File: config.mk
export PLATFORM = sky130hd
export DESIGN_NAME = opb_master_bridge
export DESIGN_NICKNAME = d
export VERILOG_FILES = /design/src/rtl/opb_master_bridge.sv
export SDC_FILE = /design/constraint.sdc
export NUM_CORES = 1
export LEC_CHECK = 0
export BUFFER_PORTS_ARGS = -buffer_cell sky130_fd_sc_hd__buf_4
export CAP_MARGIN = 5
export CORE_ASPECT_RATIO = 1.75
export CORE_MARGIN = 2
export CORE_UTILIZATION = 50
export CTS_BUF_LIST = sky130_fd_sc_hd__clkbuf_8
export CTS_CLUSTER_DIAMETER = 120
export DETAILED_ROUTE_END_ITERATION = 12
export GPL_TIMING_DRIVEN = 0
export PLACE_DENSITY_LB_ADDON = 0.12
export SLEW_MARGIN = 5
export SYNTH_ARGS = -nofsm -noshare
export SYNTH_HDL_FRONTEND = slang
export SYNTH_SLANG_ARGS = --single-unit
File: constraint.sdc
create_clock -name OPB_Clk -period 2.6 [get_ports OPB_Clk]
set_clock_uncertainty 0.05 [all_clocks]
set_input_delay 0.13 -clock OPB_Clk [delete_from_list [all_inputs] [get_ports OPB_Clk]]
set_output_delay 0.13 -clock OPB_Clk [all_outputs]
set_load 0.02 [all_outputs]
File: src/rtl/opb_master_bridge.sv
// opb_master_bridge: single-word OPB bus master. Takes read/write commands
// from fabric logic, requests the bus, runs one OPB transfer (handling
// xferAck / errAck / retry / local timeout) and returns data plus status on
// a response handshake.
// Optional build macro: OPB_MASTER_STATS_EN adds saturating ok/error
// response counters (stat_ok, stat_err) with a synchronous clear (stat_clr).
module opb_master_bridge #(
  parameter int C_OPB_AWIDTH     = 32,
  parameter int C_OPB_DWIDTH     = 32,
  parameter int C_TIMEOUT_CYCLES = 16,
  parameter int C_MAX_RETRY      = 8
) (
  input  logic                        OPB_Clk,
  input  logic                        OPB_Rst_n,
  // user command
  input  logic                        cmd_valid,
  output logic                        cmd_ready,
  input  logic                        cmd_rnw,
  input  logic [0:C_OPB_AWIDTH-1]     cmd_addr,
  input  logic [0:C_OPB_DWIDTH/8-1]   cmd_be,
  input  logic [0:C_OPB_DWIDTH-1]     cmd_wdata,
  // user response
  output logic                        rsp_valid,
  input  logic                        rsp_ready,
  output logic [0:C_OPB_DWIDTH-1]     rsp_rdata,
  output logic [1:0]                  rsp_status,
  // OPB master side
  output logic                        M_request,
  output logic                        M_busLock,
  output logic                        M_select,
  output logic                        M_RNW,
  output logic [0:C_OPB_DWIDTH/8-1]   M_BE,
  output logic                        M_seqAddr,
  output logic [0:C_OPB_AWIDTH-1]     M_ABus,
  output logic [0:C_OPB_DWIDTH-1]     M_DBus,
  input  logic                        OPB_MGrant,
  input  logic                        OPB_xferAck,
  input  logic                        OPB_errAck,
  input  logic                        OPB_retry,
  input  logic                        OPB_toutSup,
  input  logic [0:C_OPB_DWIDTH-1]     OPB_DBus
`ifdef OPB_MASTER_STATS_EN
  ,
  input  logic                        stat_clr,
  output logic [15:0]                 stat_ok,
  output logic [15:0]                 stat_err
`endif
);

  localparam int BEW = C_OPB_DWIDTH / 8;
  localparam int TW  = $clog2(C_TIMEOUT_CYCLES + 1);
  localparam int RW  = $clog2(C_MAX_RETRY + 1);
  localparam logic [TW-1:0] TOUT_LAST = TW'(C_TIMEOUT_CYCLES - 1);
  localparam logic [RW-1:0] RETRY_MAX = RW'(C_MAX_RETRY);

  localparam logic [1:0] ST_OK    = 2'b00;
  localparam logic [1:0] ST_ERR   = 2'b01;
  localparam logic [1:0] ST_TOUT  = 2'b10;
  localparam logic [1:0] ST_RETRY = 2'b11;

  typedef enum logic [1:0] {S_IDLE, S_REQ, S_XFER, S_RESP} state_e;

  state_e                 state_q, state_d;
  logic                   cmd_ready_q, cmd_ready_d;
  logic                   rnw_q, rnw_d;
  logic [0:C_OPB_AWIDTH-1] addr_q, addr_d;
  logic [0:BEW-1]         be_q, be_d;
  logic [0:C_OPB_DWIDTH-1] wdata_q, wdata_d;
  logic [0:C_OPB_DWIDTH-1] rdata_q, rdata_d;
  logic [1:0]             status_q, status_d;
  logic [TW-1:0]          tout_q, tout_d;
  logic [RW-1:0]          retry_q, retry_d;
  logic [RW-1:0]          retry_inc;

  // Next-state, command capture, counters and response bookkeeping
  always_comb begin
    state_d   = state_q;
    rnw_d     = rnw_q;
    addr_d    = addr_q;
    be_d      = be_q;
    wdata_d   = wdata_q;
    rdata_d   = rdata_q;
    status_d  = status_q;
    tout_d    = tout_q;
    retry_d   = retry_q;
    retry_inc = retry_q + 1'b1;
    case (state_q)
      S_IDLE: begin
        if (cmd_valid && cmd_ready_q) begin
          rnw_d    = cmd_rnw;
          addr_d   = cmd_addr;
          be_d     = cmd_be;
          wdata_d  = cmd_wdata;
          rdata_d  = '0;
          status_d = ST_OK;
          state_d  = S_REQ;
        end
      end
      S_REQ: begin
        // a grant that goes away before we sample it just keeps us asking
        if (OPB_MGrant) state_d = S_XFER;
      end
      S_XFER: begin
        if (OPB_errAck) begin
          status_d = ST_ERR;
          rdata_d  = '0;
          state_d  = S_RESP;
        end else if (OPB_xferAck) begin
          status_d = ST_OK;
          if (rnw_q) rdata_d = OPB_DBus;
          state_d  = S_RESP;
        end else if (OPB_retry) begin
          retry_d = retry_inc;
          // each re-arbitrated attempt gets a fresh timeout window
          tout_d  = '0;
          if (retry_inc == RETRY_MAX) begin
            status_d = ST_RETRY;
            state_d  = S_RESP;
          end else begin
            state_d  = S_REQ;
          end
        end else if (!OPB_toutSup) begin
          if (tout_q == TOUT_LAST) begin
            status_d = ST_TOUT;
            state_d  = S_RESP;
          end else begin
            tout_d = tout_q + 1'b1;
          end
        end
      end
      S_RESP: begin
        if (rsp_ready) begin
          tout_d  = '0;
          retry_d = '0;
          state_d = S_IDLE;
        end
      end
      default: state_d = S_IDLE;
    endcase
    // registered so it stays low in reset and rises one cycle after the
    // response handshake, never overlapping with rsp_valid
    cmd_ready_d = (state_d == S_IDLE);
  end

  // State and datapath registers
  always_ff @(posedge OPB_Clk or negedge OPB_Rst_n) begin
    if (!OPB_Rst_n) begin
      state_q     <= S_IDLE;
      cmd_ready_q <= 1'b0;
      rnw_q       <= 1'b0;
      addr_q      <= '0;
      be_q        <= '0;
      wdata_q     <= '0;
      rdata_q     <= '0;
      status_q    <= ST_OK;
      tout_q      <= '0;
      retry_q     <= '0;
    end else begin
      state_q     <= state_d;
      cmd_ready_q <= cmd_ready_d;
      rnw_q       <= rnw_d;
      addr_q      <= addr_d;
      be_q        <= be_d;
      wdata_q     <= wdata_d;
      rdata_q     <= rdata_d;
      status_q    <= status_d;
      tout_q      <= tout_d;
      retry_q     <= retry_d;
    end
  end

  // Outputs decode straight from state flops, so reset clears them at once;
  // bus fields are zero when not selected so they can be OR-ed on the OPB.
  assign cmd_ready  = cmd_ready_q;
  assign rsp_valid  = (state_q == S_RESP);
  assign rsp_rdata  = rsp_valid ? rdata_q : '0;
  assign rsp_status = rsp_valid ? status_q : 2'b00;
  assign M_request  = (state_q == S_REQ);
  assign M_select   = (state_q == S_XFER);
  assign M_busLock  = 1'b0;
  assign M_seqAddr  = 1'b0;
  assign M_RNW      = M_select & rnw_q;
  assign M_BE       = M_select ? be_q : '0;
  assign M_ABus     = M_select ? addr_q : '0;
  assign M_DBus     = (M_select && !rnw_q) ? wdata_q : '0;

`ifdef OPB_MASTER_STATS_EN
  logic [15:0] stat_ok_q, stat_ok_d, stat_err_q, stat_err_d;

  // Saturating response counters; clear wins over a same-cycle increment
  always_comb begin
    stat_ok_d  = stat_ok_q;
    stat_err_d = stat_err_q;
    if (stat_clr) begin
      stat_ok_d  = '0;
      stat_err_d = '0;
    end else if (rsp_valid && rsp_ready) begin
      if (status_q == ST_OK) begin
        if (stat_ok_q != 16'hFFFF) stat_ok_d = stat_ok_q + 16'd1;
      end else begin
        if (stat_err_q != 16'hFFFF) stat_err_d = stat_err_q + 16'd1;
      end
    end
  end

  // Statistics registers
  always_ff @(posedge OPB_Clk or negedge OPB_Rst_n) begin
    if (!OPB_Rst_n) begin
      stat_ok_q  <= '0;
      stat_err_q <= '0;
    end else begin
      stat_ok_q  <= stat_ok_d;
      stat_err_q <= stat_err_d;
    end
  end

  assign stat_ok  = stat_ok_q;
  assign stat_err = stat_err_q;
`endif

endmodule

Word-level counts from Yosys, hierarchy flattened
Cells that the tools add are included.
- register bits: 115
- input bits: 110
- output and inout bits: 109
- word-level logic and storage cells: 82
- add/subtract/negate cells: 2
- equal/unequal tests: 17
- mux-type cells: 40
- bitwise gates (word level): 1
- reduce and logical (&&, ||, !) cells: 12
- operators by type and width (cell ; number):
    2-to-1 mux 32 bit ; 7
    case mux 32 bit (2 select lines) ; 1
    2-to-1 mux 2 bit ; 17
    2-to-1 mux 5 bit ; 6
    2-to-1 mux 4 bit ; 5
    case mux 5 bit (2 select lines) ; 1
    AND reduction 5 bit ; 2
    case mux 2 bit (4 select lines) ; 1
    case mux 4 bit (2 select lines) ; 1
    != test 2 bit (second input constant) ; 3
    != test 3 x 1 -> 1 bit (second input constant) ; 2
    != test 3 bit (second input constant) ; 2
    AND reduction 6 bit ; 1
    adder 5 x 1 -> 5 bit (second input constant) ; 1
    equality test 5 x 4 -> 1 bit (second input constant) ; 1
    != test 5 x 1 -> 1 bit (second input constant) ; 1
    != test 5 x 4 -> 1 bit (second input constant) ; 1
    != test 5 bit (second input constant) ; 1
    adder 4 x 1 -> 4 bit (second input constant) ; 1
    equality test 2 bit (second input constant) ; 2
    equality test 4 bit (second input constant) ; 1
    zero test 2 bit ; 2
    != test 2 x 1 -> 1 bit (second input constant) ; 2
    case mux 2 bit (2 select lines) ; 1
    7 further kinds ; 9

Depth between registers and ports, before layout
- depth in word-level cells: 8
- mapped depth: 7
- gate-level depth less buffers: 7

Least setup slack after synthesis
No wires, ideal clock.
- path type: reg2reg
- start: register tout_q[0]
- end: register cmd_ready_q, in the netlist cmd_ready
- library setup time: 71 ps
- arrival time: 1800 ps
- data required time: 2479 ps
- slack: 679 ps
- stages on the path, launching flop included: 8
- period minus slack after synthesis: 1921 ps
- cell sequence: dfrtp_1 > ha_1 > and3_1 > ha_1 > nor2b_1 > or4_1 > a32o_1 > nor2_1
- cells in the longest elaborated chain, start to end: 8
- RTL lines (item ; line ; RTL):
    start: declaration ; 71 ; logic [TW-1:0] tout_q, tout_d;
    start signal: assignment ; 167 ; tout_q <= tout_d;
    equality test 5 x 4 -> 1 bit ; 123 ; if (tout_q == TOUT_LAST) begin
    2-to-1 mux 2 bit ; 123 ;
    2-to-1 mux 2 bit ; 122 ; end else if (!OPB_toutSup) begin
    2-to-1 mux 2 bit ; 112 ; end else if (OPB_retry) begin
    2-to-1 mux 2 bit ; 108 ; end else if (OPB_xferAck) begin
    2-to-1 mux 2 bit ; 104 ; if (OPB_errAck) begin
    case mux 2 bit (4 select lines) ; 87 ; case (state_q)
    named net state_d[0] ; 63 ; state_e state_q, state_d;
    zero test 2 bit ; 142 ; cmd_ready_d = (state_d == S_IDLE);
    named net cmd_ready_d ; 64 ; logic cmd_ready_q, cmd_ready_d;
    end signal: assignment ; 160 ; cmd_ready_q <= cmd_ready_d;
    end: declaration ; 64 ;
The timed path passes the listed nets, and every way through them passes these cells.
A chain may end at the register's enable or synchronous reset.

Worst setup path in the final report
- start: register state_q[0]
- end: output rsp_rdata[16] in the netlist's numbering
- cells in the longest elaborated chain, start to end: 2
- RTL lines (item ; line ; RTL):
    start: declaration ; 63 ;
    start signal: assignment ; 159 ; state_q <= state_d;
    equality test 2 bit ; 175 ; assign rsp_valid = (state_q == S_RESP);
    2-to-1 mux 32 bit ; 176 ; assign rsp_rdata = rsp_valid ? rdata_q : '0;
    end: declaration ; 25 ; output logic [0:C_OPB_DWIDTH-1] rsp_rdata,
Every way passes these cells.

==> impl_metrics.py <==
metrics = {
    "outcome": {
        "outcome": "completed",
    },
    "timing": {
        "setup-violations-final": 0,
        "tightest_slew_ps": 1031,
        "min_period_ps": 2454,
        "fmax_mhz": 407.6,
        "slew_viol_final": 0,
        "min_period_over_period_pct": 94.37,
        "rsz0062_at_grt": "no",
        "maxSlewHeadroom_pct": 31.27,
        "finalSetupTns_ps": 0,
        "finalHoldViolCount": 0,
    },
    "clocking": {
        "cts_inserted_buffers": 17,
        "cts_tree": "built",
        "htree_num_levels": 4,
        "cts-root-buf": "clkbuf_8",
        "clkSinkCount": 115,
        "clk_latency_ps": 420,
        "cts_setup_buffers": 0,
        "clk_pin_slew_ps": 70,
        "clk_path_buf_depth": 2,
    },
    "finish": {
        "drive_gt1_share_pct": 39.58,
        "area_growth_pct": 60.13,
        "final.fill_count": 616,
        "antenna_cells": 0,
        "nets": 954,
        "stdcell_area_um2": 8577,
    },
    "routing": {
        "vias": 5036,
        "drcViolationCount": 0,
        "dr.pass1.iters": 4,
        "first_iter_violations": 179,
        "ant_nets": 0,
        "wl_per_cell_um": 17.06,
        "routed_via_density": 5.118,
        "routed_wl_um": 16780,
    },
    "floorplanning": {
        "io_pins": 219,
        "dieHeight_um": 140.9,
        "initial_core_util_pct": 50.66,
        "core-area_um2": 10570,
        "die_w_um": 82.24,
        "die_area_um2": 11590,
        "num_rows": 50,
    },
    "grt": {
        "grt_max_degree": 116,
        "grt_remaining_overflow": 0,
        "grt_antenna_before_repair": 0,
        "grt_pass1_vias": 5355,
        "grtUsageTotal_pct": 29.35,
        "grt_pass1_wl_um": 25760,
    },
    "logic_synthesis": {
        "synth_cells": 501,
        "syn_area_um2": 5356,
        "synth_seq_cells": 115,
        "seq_area_frac_synth_pct": 53.73,
        "async_reset_ff_share_pct": 100.0,
        "yosys_most_used_dff": "dfrtp_1",
        "synth_edf_count": 0,
        "yosysWarnings": 0,
        "yosysUniqueCellTypes": 40,
        "syn_area_per_cell_um2": 10.69,
    },
    "placed_design": {
        "place_area_um2": 7148,
        "gp_congestion": 0.8161,
        "port_buffers": 216,
        "dp_hpwl_um": 10700,
    },
    "worst_setup_path": {
        "worstPathRequired_ps": 2420,
        "critPathArrivalTime_ps": 2270,
        "critPathKind": "reg -> out",
        "critPathCaptureType": "primary output",
        "cp_max_fo": 10,
        "cp-start-kind": "flip-flop",
    },
    "pwr": {
        "peakVddDrop_uv": 657.2,
        "pwr_density_cell_nw_per_um2": 966.9,
        "leakagePower_uw": 0.004254,
    },
    "flow_run": {
        "cap_violations": 0,
    },
    "min_path": {
        "hp-class": "in -> reg",
    },
}
==> timing repair <==
item	CTS	global route
hold buffers	104	0
cloned	0	0
hold endpoints to repair	217	0
resized for setup	1	10
setup endpoints to repair	14	67
==> layout make-up <==
class / instances / area, µm² / share of cell area, %
plain buffers: 37 / 167.7 / 1.955
clock buffers: 17 / 234.0 / 2.728
clock inverters: 15 / 143.9 / 1.678
inverters: 6 / 22.52 / 0.2626
multi-input cells: 344 / 2302 / 26.84
flip-flops and latches: 115 / 2878 / 33.55
well taps: 130 / 162.7 / 1.896
repair buffers: 320 / 2666 / 31.09
==> worst paths after layout <==
check / cells past startpoint / from / end / slack [ps]
worst max-delay path: 5 / state_q[0] / rsp_rdata[16] / 150
worst min-delay path: 4 / OPB_errAck / rdata_q[30] / 50
worst max register to register: 8 / tout_q[0] / status_q[0] / 200
worst min register to register: 2 / rdata_q[20] / rdata_q[20] / 420
max in group asynchronous: 2 / OPB_Rst_n / addr_q[25] / 1440
min in group asynchronous: 2 / OPB_Rst_n / addr_q[2] / 370
==> placed cells by master, fill, tap and decap left out, types with 10 or more instances in the layout <==
cell type and instances:
and2_1 71, and3_1 35, buf_2 10, buf_4 218, clkbuf_1 19, clkbuf_8 17
dfrtp_1 115, dlygate4sd3_1 104, mux2_2 69, nand2_1 75, o21ai_0 18, o21ai_1 21
==> worst max-delay path: stages (launching register included) <==
cell and delay, ps:
dfrtp_1 390, clkbuf_1 290, clkbuf_1 390, clkbuf_1 360, and3_1 260, buf_4 160
==> metrics by stage <==
| stage | total power [µW] | instances | worst slack, ps | utilization [%] | hold WS (ps) |
|---|---|---|---|---|---|
| CTS | 8214 | 984 | 16.70 | 81.05 | 12.90 |
| floorplan | 5043 | 502 | 679.0 | - | -215.6 |
| finish | 8293 | 984 | 146.4 | 81.12 | 48.58 |
| global placement | 6295 | 848 | 465.7 | 67.57 | 314.5 |
| detailed placement | 6472 | 848 | 445.5 | 67.61 | 296.3 |
| global route | 8753 | 984 | 6.487 | 81.12 | 50.01 |
==> state kept, by name, indices dropped and copies added (netlist names) <==
register and flops:
rnw_q 1, wdata_q 32, retry_q 4, tout_q 5, cmd_ready 1, status_q 2
be_q 4, addr_q 32, rdata_q 32, state_q 2
==> per-layer routing <==
| metal | up-vias | routed length (µm) | global-route usage (%) |
|---|---|---|---|
| li1 | 2358 | - | - |
| met1 | 2419 | 5906 | 29.97 |
| met2 | 214 | 9137 | 52.08 |
| met3 | 45 | 1223 | 9.347 |
| met4 | 0 | 515 | 13.95 |
| met5 | - | 0 | 0 |
==> cells in the mapped netlist (3+ instances only) <==
cell type	instances	area share (%)
dfrtp_1	115	54
nand2_1	75	5.3
and2_1	71	8.3
mux2_2	69	15
and3_1	35	4.1
clkbuf_1	24	1.7
o21ai_1	21	2.0
o21ai_0	18	1.7
buf_2	10	0.93
nor2_1	8	0.56
a21oi_1	6	0.56
inv_1	6	0.42
a31oi_1	3	0.35
buf_4	3	0.42
ha_1	3	0.70
nand3_1	3	0.28
nor2b_1	3	0.35
o31ai_1	3	0.42
==> where the power goes <==
| part | switching (µW) | internal [µW] |
|---|---|---|
| registers | 425 | 2570 |
| clock network | 758 | 840 |
| logic | 2020 | 1680 |
==> cells by family after synthesis <==
family	synth area share, %
compound gates	6.331
fa+ha+maj	0.7008
flops	53.73
simple gates	20.65
mux	14.90
buf+inv	3.457
other cells	0.07001
xor+xnor	0.1635
(Power assumes the default switching activity.)
